--- src/rtl/csa_sub_pipe_pkg.sv ---
// Shared geometry constants and helpers for the pipelined carry-skip subtractor.
// Latency: n/a (package only).
// Backpressure: n/a.
package csa_sub_pipe_pkg;

    // Default operand width and skip-group width.
    localparam int unsigned CSA_WIDTH = 16;
    localparam int unsigned CSA_BLOCK = 4;

    // Number of skip groups that cover one half of the operand.
    function automatic int unsigned csa_ngrp(input int unsigned width, input int unsigned block);
        return (width / 2) / block;
    endfunction

    // The pipeline splits at the half-width point.
    // Each half must therefore hold a whole number of skip groups.
    function automatic bit csa_geom_ok(input int unsigned width, input int unsigned block);
        return (block != 0) && (width != 0) && ((width % (2 * block)) == 0);
    endfunction

endpackage

--- src/rtl/csa_sub_pipe_if.sv ---
// Operand/result handshake bundle for csa_sub_pipe (valid/ready on both sides).
// Latency: n/a (wiring only).
// Backpressure: in_ready / out_ready carry flow control in opposite directions.
interface csa_sub_pipe_if
    import csa_sub_pipe_pkg::*;
#(
    parameter int unsigned WIDTH = CSA_WIDTH
);
    logic             in_valid;
    logic             in_ready;
    logic [WIDTH-1:0] a;
    logic [WIDTH-1:0] b;
    logic             bin;
    logic             out_valid;
    logic             out_ready;
    logic [WIDTH-1:0] diff;
    logic             bout;
    logic             ovf;

    // Producer of operands and consumer of results.
    modport master (
        output in_valid, a, b, bin, out_ready,
        input  in_ready, out_valid, diff, bout, ovf
    );

    // The subtractor itself.
    modport slave (
        input  in_valid, a, b, bin, out_ready,
        output in_ready, out_valid, diff, bout, ovf
    );
endinterface

--- src/rtl/csa_skip_group.sv ---
// One carry-skip group: BLOCK-bit ripple adder whose carry-out bypasses the ripple when all bits propagate.
// Latency: combinational.
// Backpressure: none (pure datapath).
module csa_skip_group
    import csa_sub_pipe_pkg::*;
#(
    parameter int unsigned BLOCK = CSA_BLOCK
) (
    input  logic [BLOCK-1:0] x,
    input  logic [BLOCK-1:0] y,
    input  logic             cin,
    output logic [BLOCK-1:0] s,
    output logic             cout
);

    logic [BLOCK-1:0] prop;
    logic             ripple_c;

    // Ripple the carry through the group bit by bit, producing the sum bits on the way.
    always_comb begin
        logic carry;
        carry = cin;
        s     = '0;
        prop  = x ^ y;
        for (int i = 0; i < int'(BLOCK); i++) begin
            s[i]  = prop[i] ^ carry;
            carry = (x[i] & y[i]) | (prop[i] & carry);
        end
        ripple_c = carry;
    end

    // When every bit propagates, the incoming carry passes straight through.
    // The skip mux selects the carry-in directly in that case.
    always_comb begin
        cout = (&prop) ? cin : ripple_c;
    end

endmodule

--- src/rtl/csa_sub_pipe.sv ---
// Two-stage carry-skip subtractor: diff = a - b - bin, formed as a + ~b + ~bin, split at the half-width carry.
// Latency: 2 cycles from acceptance to out_valid; throughput 1 result per cycle.
// Backpressure: out_ready stalls stage 2, then stage 1; in_ready = !s1_valid || stage 2 advancing.
module csa_sub_pipe
    import csa_sub_pipe_pkg::*;
#(
    parameter int unsigned WIDTH = CSA_WIDTH,
    parameter int unsigned BLOCK = CSA_BLOCK
) (
    input  logic           clk,
    input  logic           rst_n,
    csa_sub_pipe_if.slave  io
);

    localparam int unsigned HALF = WIDTH / 2;
    localparam int unsigned NGRP = csa_ngrp(WIDTH, BLOCK);

    if (!csa_geom_ok(WIDTH, BLOCK)) begin : g_bad_geom
        $error("csa_sub_pipe: WIDTH must be a non-zero multiple of 2*BLOCK");
    end

    // Stage 1 holds the finished low half plus the operands the upper half still needs.
    typedef struct packed {
        logic [HALF-1:0] d_lo;
        logic            mid_c;
        logic [HALF-1:0] a_hi;
        logic [HALF-1:0] nb_hi;
    } s1_dat_t;

    // Stage 2 holds the complete result as presented to the consumer.
    typedef struct packed {
        logic [WIDTH-1:0] diff;
        logic             bout;
        logic             ovf;
    } s2_dat_t;

    logic    s1_valid_q, s1_valid_d;
    logic    s2_valid_q, s2_valid_d;
    s1_dat_t s1_dat_q,   s1_dat_d;
    s2_dat_t s2_dat_q,   s2_dat_d;

    logic            s1_adv;
    logic            s2_adv;
    logic            accept;

    logic [HALF-1:0] lo_a;
    logic [HALF-1:0] lo_nb;
    logic [HALF-1:0] lo_sum;
    logic            lo_cout;

    logic [HALF-1:0] hi_sum;
    logic            hi_cout;

    // Low half operands. The borrow-in becomes an inverted carry-in.
    assign lo_a  = io.a[HALF-1:0];
    assign lo_nb = ~io.b[HALF-1:0];

    // Low-half skip chain, evaluated on the incoming operands.
    for (genvar g = 0; g < int'(NGRP); g++) begin : g_lo
        logic ci;
        logic co;
        if (g == 0) begin : g_first
            assign ci = ~io.bin;
        end else begin : g_next
            assign ci = g_lo[g-1].co;
        end
        csa_skip_group #(.BLOCK(BLOCK)) u_grp (
            .x    (lo_a[g*BLOCK +: BLOCK]),
            .y    (lo_nb[g*BLOCK +: BLOCK]),
            .cin  (ci),
            .s    (lo_sum[g*BLOCK +: BLOCK]),
            .cout (co)
        );
    end
    assign lo_cout = g_lo[NGRP-1].co;

    // High-half skip chain, evaluated on the stage-1 registers.
    for (genvar g = 0; g < int'(NGRP); g++) begin : g_hi
        logic ci;
        logic co;
        if (g == 0) begin : g_first
            assign ci = s1_dat_q.mid_c;
        end else begin : g_next
            assign ci = g_hi[g-1].co;
        end
        csa_skip_group #(.BLOCK(BLOCK)) u_grp (
            .x    (s1_dat_q.a_hi[g*BLOCK +: BLOCK]),
            .y    (s1_dat_q.nb_hi[g*BLOCK +: BLOCK]),
            .cin  (ci),
            .s    (hi_sum[g*BLOCK +: BLOCK]),
            .cout (co)
        );
    end
    assign hi_cout = g_hi[NGRP-1].co;

    // Handshake and next-state logic.
    // Each stage advances when the stage after it is empty or draining.
    // Outputs hold their last value otherwise.
    always_comb begin
        s2_adv = !s2_valid_q || io.out_ready;
        s1_adv = !s1_valid_q || s2_adv;
        accept = io.in_valid && s1_adv;

        s1_valid_d = s1_valid_q;
        s1_dat_d   = s1_dat_q;
        s2_valid_d = s2_valid_q;
        s2_dat_d   = s2_dat_q;

        if (s1_adv) begin
            s1_valid_d = io.in_valid;
        end
        if (accept) begin
            s1_dat_d.d_lo  = lo_sum;
            s1_dat_d.mid_c = lo_cout;
            s1_dat_d.a_hi  = io.a[WIDTH-1:HALF];
            s1_dat_d.nb_hi = ~io.b[WIDTH-1:HALF];
        end

        if (s2_adv) begin
            s2_valid_d = s1_valid_q;
            if (s1_valid_q) begin
                s2_dat_d.diff = {hi_sum, s1_dat_q.d_lo};
                s2_dat_d.bout = ~hi_cout;
                // Overflow: the operand signs differ, and the result sign differs from the minuend.
                // The sign bit of ~b is the inverse of the sign bit of b.
                s2_dat_d.ovf  = (s1_dat_q.a_hi[HALF-1] == s1_dat_q.nb_hi[HALF-1]) &&
                                (hi_sum[HALF-1] != s1_dat_q.a_hi[HALF-1]);
            end
        end
    end

    // Pipeline registers. Reset discards anything in flight and clears the visible result.
    always_ff @(posedge clk or negedge rst_n) begin
        if (!rst_n) begin
            s1_valid_q <= 1'b0;
            s2_valid_q <= 1'b0;
            s1_dat_q   <= '0;
            s2_dat_q   <= '0;
        end else begin
            s1_valid_q <= s1_valid_d;
            s2_valid_q <= s2_valid_d;
            s1_dat_q   <= s1_dat_d;
            s2_dat_q   <= s2_dat_d;
        end
    end

    assign io.in_ready  = s1_adv;
    assign io.out_valid = s2_valid_q;
    assign io.diff      = s2_dat_q.diff;
    assign io.bout      = s2_dat_q.bout;
    assign io.ovf       = s2_dat_q.ovf;

endmodule

--- src/flat_wrapper.sv ---
// flat-port wrapper written by rule: the top's interface ports become plain ports
module csa_sub_pipe_flat import csa_sub_pipe_pkg::*;
#(
    parameter int unsigned WIDTH = CSA_WIDTH,
    parameter int unsigned BLOCK = CSA_BLOCK
)
  (clk, rst_n, io_in_valid, io_a, io_b, io_bin, io_out_ready, io_in_ready, io_out_valid, io_diff, io_bout, io_ovf);
  csa_sub_pipe_if #(.WIDTH(WIDTH)) io_i ();
  input  logic clk;
  input  logic rst_n;
  input wire logic [$bits(io_i.in_valid)-1:0] io_in_valid;
  input wire logic [$bits(io_i.a)-1:0] io_a;
  input wire logic [$bits(io_i.b)-1:0] io_b;
  input wire logic [$bits(io_i.bin)-1:0] io_bin;
  input wire logic [$bits(io_i.out_ready)-1:0] io_out_ready;
  output wire logic [$bits(io_i.in_ready)-1:0] io_in_ready;
  output wire logic [$bits(io_i.out_valid)-1:0] io_out_valid;
  output wire logic [$bits(io_i.diff)-1:0] io_diff;
  output wire logic [$bits(io_i.bout)-1:0] io_bout;
  output wire logic [$bits(io_i.ovf)-1:0] io_ovf;
  assign io_i.in_valid = io_in_valid;
  assign io_i.a = io_a;
  assign io_i.b = io_b;
  assign io_i.bin = io_bin;
  assign io_i.out_ready = io_out_ready;
  assign io_in_ready = io_i.in_ready;
  assign io_out_valid = io_i.out_valid;
  assign io_diff = io_i.diff;
  assign io_bout = io_i.bout;
  assign io_ovf = io_i.ovf;
  csa_sub_pipe #(.WIDTH(WIDTH), .BLOCK(BLOCK)) u_core (.clk(clk), .rst_n(rst_n), .io(io_i));
endmodule
--- config.mk ---
export PLATFORM = sky130hd
export DESIGN_NAME = csa_sub_pipe_flat
export DESIGN_NICKNAME = d
export VERILOG_FILES = /design/src/rtl/csa_sub_pipe_pkg.sv /design/src/rtl/csa_sub_pipe_if.sv /design/src/rtl/csa_skip_group.sv /design/src/rtl/csa_sub_pipe.sv /design/src/flat_wrapper.sv
export SDC_FILE = /design/constraint.sdc
export NUM_CORES = 1
export LEC_CHECK = 0
export CORE_UTILIZATION = 25
export CTS_BUF_LIST = sky130_fd_sc_hd__clkbuf_16
export CTS_CLUSTER_SIZE = 16
export DETAILED_ROUTE_END_ITERATION = 10
export HOLD_SLACK_MARGIN = 0.02
export RECOVER_POWER = 25
export SLEW_MARGIN = 20
export SYNTH_ARGS = -nofsm -noshare
export SYNTH_HDL_FRONTEND = slang
export SYNTH_SLANG_ARGS = --single-unit
--- constraint.sdc ---
create_clock -name clk -period 5.59 [get_ports clk]
set_input_delay 0.559 -clock clk [delete_from_list [all_inputs] [get_ports clk]]
set_output_delay 0.559 -clock clk [all_outputs]
set_load 0.02 [all_outputs]
After elaboration in Yosys (flattened, before gate mapping)
Index checks and enable logic that the tools add are counted.
- register bits: 45
- bits in latches: 0
- memory bits (writable): 0
- bits in read-only memories: 0
- input bits: 37
- output and inout bits: 20
- word-level logic and storage cells: 98
- memories: 0
- add/subtract/negate cells: 0
- multipliers: 0
- divide/modulo/power cells: 0
- magnitude comparators: 0
- eq/ne operators: 2
- shift operators: 0
- multiplexer cells: 4
- bitwise gates (word level): 72
- reduce and logical (&&, ||, !) cells: 11
- operators by type and width (cell ; count):
    1-bit AND ; 32
    8-bit NOT ; 2
    1-bit bitwise OR ; 16
    4-bit AND reduction ; 4
    1-bit bitwise XOR ; 16
    4-bit bitwise XOR ; 4
    1-bit two-way mux ; 4
    1-bit logical AND ; 2
    1-bit logical NOT ; 2
    1-bit logical OR ; 2
    1-bit NOT ; 2
    2-bit AND reduction ; 1
    1-bit == test ; 1
    1-bit inequality test ; 1

Logic depth before layout (Yosys ltp)
- word-level depth: 20
- depth in mapped cells: 14
- gate-level depth less buffers: 14

Hierarchy
Synthesis repeated with hierarchy kept, for this count alone.
- cells, all modules: 194
- area, all modules: 2491.1 um2
- modules (own cells, without submodules) (module ; times used ; cells each ; area an instance (um2) ; sequential area each (um2)):
    csa_sub_pipe ; 1 ; 118 ; 1770.4 ; 1126.1
    csa_skip_group ; 4 ; 19 ; 180.2 ; 0.0

Least setup slack after synthesis
OpenSTA, ideal clock, no wires.
- path type: register to register
- from: register u_core.s1_dat_q[8] (netlist name)
- to: register u_core.s2_dat_q, in the netlist u_core.io.diff[15]
- library setup time: 128 ps
- data arrival time: 4431 ps
- required time: 5462 ps
- slack: 1031 ps
- stages on the path, launching flop included: 13
- buffers on the path: 0
- period minus slack after synthesis: 4559 ps
- cell sequence: dfrtp_1 -> inv_1 -> fa_1 -> inv_1 -> fa_1 -> fa_1 -> fa_1 -> mux2_1 -> fa_1 -> fa_1 -> fa_1 -> fa_1 -> mux2_1
- word-level cells in the longest chain between the ends: 17
- elaborated cells on any way between the ends: 19
- classes of those cells: mux: 1; bitwise: 17; reduce/logical: 1
- RTL lines (element ; RTL line ; text):
    start: declaration ; csa_sub_pipe.sv:39 ; s1_dat_t s1_dat_q, s1_dat_d;
    start signal: assignment ; csa_sub_pipe.sv:142 ; s1_dat_q <= s1_dat_d;
    4-bit bitwise XOR ; csa_skip_group.sv:24 ; prop = x ^ y;
    1-bit AND ; csa_skip_group.sv:27 ; carry = (x[i] & y[i]) | (prop[i] & carry);
    1-bit bitwise OR ; csa_skip_group.sv:27 ;
    1-bit AND ; csa_skip_group.sv:27 ;
    1-bit bitwise OR ; csa_skip_group.sv:27 ;
    1-bit AND ; csa_skip_group.sv:27 ;
    1-bit bitwise OR ; csa_skip_group.sv:27 ;
    1-bit AND ; csa_skip_group.sv:27 ;
    (+2 left out) ; - ;
    1-bit AND * ; csa_skip_group.sv:27 ;
    1-bit bitwise OR * ; csa_skip_group.sv:27 ;
    1-bit AND * ; csa_skip_group.sv:27 ;
    1-bit bitwise OR * ; csa_skip_group.sv:27 ;
    1-bit AND * ; csa_skip_group.sv:27 ;
    1-bit bitwise OR * ; csa_skip_group.sv:27 ;
    1-bit bitwise XOR * ; csa_skip_group.sv:26 ; s[i] = prop[i] ^ carry;
    named net u_core.g_hi[1].u_grp.s[3] ; csa_skip_group.sv:12 ; output logic [BLOCK-1:0] s,
    end signal: assignment ; csa_sub_pipe.sv:143 ; s2_dat_q <= s2_dat_d;
    end: declaration ; csa_sub_pipe.sv:40 ; s2_dat_t s2_dat_q, s2_dat_d;
The timed path passes the listed nets; every way through them passes the cells marked *.
A chain may end at the register's enable or synchronous reset.

Final worst setup path
- from: register u_core.s1_dat_q[8] (netlist name)
- to: register u_core.s2_dat_q, in the netlist u_core.io.ovf
- word-level cells in the longest chain between the ends: 19
- elaborated cells on any way between the ends: 21
- classes of those cells: eq/ne: 1; mux: 1; bitwise: 17; reduce/logical: 2
- RTL lines (element ; RTL line ; text):
    4-bit bitwise XOR ; csa_skip_group.sv:24 ;
    1-bit AND ; csa_skip_group.sv:27 ;
    1-bit bitwise OR ; csa_skip_group.sv:27 ;
    1-bit AND ; csa_skip_group.sv:27 ;
    1-bit bitwise OR ; csa_skip_group.sv:27 ;
    1-bit AND ; csa_skip_group.sv:27 ;
    1-bit bitwise OR ; csa_skip_group.sv:27 ;
    1-bit AND ; csa_skip_group.sv:27 ;
    (+4 left out) ; - ;
    1-bit AND * ; csa_skip_group.sv:27 ;
    1-bit bitwise OR * ; csa_skip_group.sv:27 ;
    1-bit AND * ; csa_skip_group.sv:27 ;
    1-bit bitwise OR * ; csa_skip_group.sv:27 ;
    1-bit bitwise XOR * ; csa_skip_group.sv:26 ;
    named net u_core.g_hi[1].u_grp.s[3] ; csa_skip_group.sv:12 ;
    1-bit inequality test * ; csa_sub_pipe.sv:127 ; (hi_sum[HALF-1] != s1_dat_q.a_hi[HALF-1]);
    1-bit logical AND * ; csa_sub_pipe.sv:126 ; s2_dat_d.ovf = (s1_dat_q.a_hi[HALF-1] == s1_dat_q.nb_hi[HALF-1]) &&
Marked as above.

==> metrics.cfg <==
[floorplanning]
coreArea_um2=8891
die_area_um2=9709
die_h_um=98.54
initial_core_util_pct=26.20
rows=34
dieWidth_um=98.54
ios=57

[grt]
grt_pass1_wl_mm=7.058
overflow=0
grt_start_max_net_pins=46
antenna_found_initial=0
grtUsageTotal_pct=9.369
grt_pass1_vias=1501

[power_and_ir_drop]
power_frac_clock_pct=30.6
intPower_uw=871.5
leakage_uw=0.001434
swShare_pct=29.21
p_switching_uw=359.5
pwr_density_cell_nw_per_um2=386.6
ir_drop_v=0.0001373
seqPwrFrac_pct=37.8
combinationalPowerShare_pct=31.7

[timing]
slew_violations=46
tns_ps=0
skew_ps=8.493
max_freq_mhz=209.2
holdWs_ps=475.7
fin_crit_ps=4779
fin_ws_ps=810.9
setup_viol=0
hold_viol_final=0
rsz0062_at_grt=no
tightest_slew_ps=2385
fin_crit_sh_pct=85.49
maxSlewHeadroom_pct=-59.03

[worst_setup_path]
ff2ff_path_depth=13
worst-path-max-fanout=3
crit_path_cell_trace=inv_1 -> fa_1 -> inv_1 -> fa_1 -> fa_1 -> fa_1 -> mux2_1 -> fa_1 -> fa_1 -> fa_1 -> fa_1 -> xnor2_1 -> o31ai_1
crit_buf_inv=2
r2r-start=u_core.s1_dat_q[8]
cp.required_ps=5770
crit-reg2reg-capture=u_core.io.ovf
crit_arrival_ps=4960
critPathCaptureType=register
critical_path.top_delay_family=adder cells
crit_top_cell=fa_1
path_class=register to register
slowest_stage=fa_1
r2r_setup_slack_ps=810
cp_slowest_stage_delay_ps=540
worst_setup_path_start_kind=register

[synth]
yosysTopAreaCell=dfrtp_1
yosysTopAreaCellShare_pct=48.34
seq_area_frac_synth_pct=48.34
synth-warning-count=0
avgSynthCellArea_um2=13.02
synth_seq_cells=45
synthTopCellsByArea=dfrtp_1, fa_1, mux2_1
netlist_instances=179
syn_area_um2=2330
synth.distinct_cells=19
syn_nets=248

[final_layout]
layout.nets=306
syn2layout_area_growth_pct=36.68
fin_area_um2=3184
final_util_pct=35.81
drive_gt1_share_pct=5.462
antenna_cells=0
final_common_cell=clkdlybuf4s50_1
layout_common_cells=clkdlybuf4s50_1, dfrtp_1, mux2_1

[routing]
wire_per_inst_um=12.00
vias=1423
drt_iter0_drc=16
drt_pass1_iterations=6
drc=0
vias_per_cell=4.113
drtAntennaViolNets=0
routed_wl_mm=4.151

[min_path]
hold_start=u_core.s1_dat_q[22]
worstHoldPathCells=2
min_to=u_core.s1_dat_q[22]
hp-class=register to register

[clock_tree]
clk_pin_slew_ps=70
cts_tree=yes
cts_resized=0
ctsHoldBuffers=0
clock_sinks=45
cts_setup_buffers=0
clk_latency_ps=280
htree_levels=2
cts_root_buf=clkbuf_16
clk_path_buf_depth=2
cts_made_buffers=5

[placed_design]
io_buffers=56
hpwl_mm=3.216
pre_cts_slack_ps=633.0
finalWeightedCongestion=0.7191
dpl-instance-area_um2=2995

[run]
cap_viol_max_count=1

[status]
violations=max-capacitance violations, max-slew violations
status=finished, violations left

## how the worst max path moves through the flow
stage                            start                   to  slack [ps]  cells past startpoint
floorplan           u_core.s1_dat_q[8]   u_core.io.diff[15]        1030                     12
global placement               io_a[0]  u_core.s1_dat_q[24]         710                     13
detailed placement             io_a[0]  u_core.s1_dat_q[24]         630                     13
CTS                 u_core.s1_dat_q[8]        u_core.io.ovf         740                     13
global route        u_core.s1_dat_q[8]        u_core.io.ovf         600                     13
finish              u_core.s1_dat_q[8]        u_core.io.ovf         810                     13
## layout make-up
| class | count | area, um^2 |
|---|---|---|
| clock inverters | 3 | 65.06 |
| clock buffers | 5 | 125.1 |
| fillers | 866 | 5707 |
| repair buffers | 57 | 561.8 |
| flip-flops and latches | 45 | 1126 |
| well taps | 108 | 135.1 |
| multi-input cells | 108 | 1096 |
| inverters | 20 | 75.07 |
## synth_stat cells
master / instances
a21oi_2: 1
buf_2: 5
buf_4: 1
dfrtp_1: 45
fa_1: 16
ha_1: 16
inv_1: 20
mux2_1: 26
mux2_4: 1
mux2i_1: 1
nand2_1: 19
nand2_2: 1
nand2b_1: 3
nand3b_4: 1
nand4_1: 4
o2111a_1: 1
o21ai_1: 16
o31ai_1: 1
xnor2_1: 1
## worst min-delay path: stages (launching register included)
cell and delay (ps):
dfrtp_1 340, nand2_1 50, o21ai_1 60
## power groups by stage
stage | Sequential, uW | Combinational, uW | Clock (uW)
after floorplan | 533 | 143 | 0
after global placement | 470 | 394 | 0
after detailed placement | 475 | 398 | 0
after CTS | 468 | 400 | 384
after global routing | 480 | 432 | 400
final | 465 | 390 | 376
## cells by family after synthesis
family                   count (synthesis)  synth area share (%)
flip-flops                              45                 48.34
AO/OA/AOI/OAI                           19                 4.619
AND/OR/NAND/NOR                         28                 6.069
adder cells (fa/ha/maj)                 32                 22.34
multiplexers                            28                 13.64
XOR/XNOR                                 1                0.3760
buffers and inverters                   26                 4.619
## through the flow
step	std cells	total power, uW
floorplan	179	675.9
global placement	338	864.9
detailed placement	338	872.7
CTS	346	1253
global route	346	1311
finish	346	1231
## state kept, by name (all words and copies together), names as in the netlist
signal / cells
u_core.io.ovf: 1
u_core.g_hi.ci: 1
u_core.io.bout: 1
u_core.io.out_valid: 1
u_core.io.diff: 16
u_core.s1_dat_q: 24
u_core.s1_valid_q: 1
## metal layers
layer | global-route usage, % | part of all wire (%) | vias to the layer above
li1 | - | - | 698
met1 | 11.00 | 44 | 685
met2 | 16.03 | 50 | 36
met3 | 3.050 | 5.1 | 4
met4 | 3.444 | 1.1 | 0
met5 | 0 | 0 | -
No activity file was read; power rests on OpenSTA's default activity.
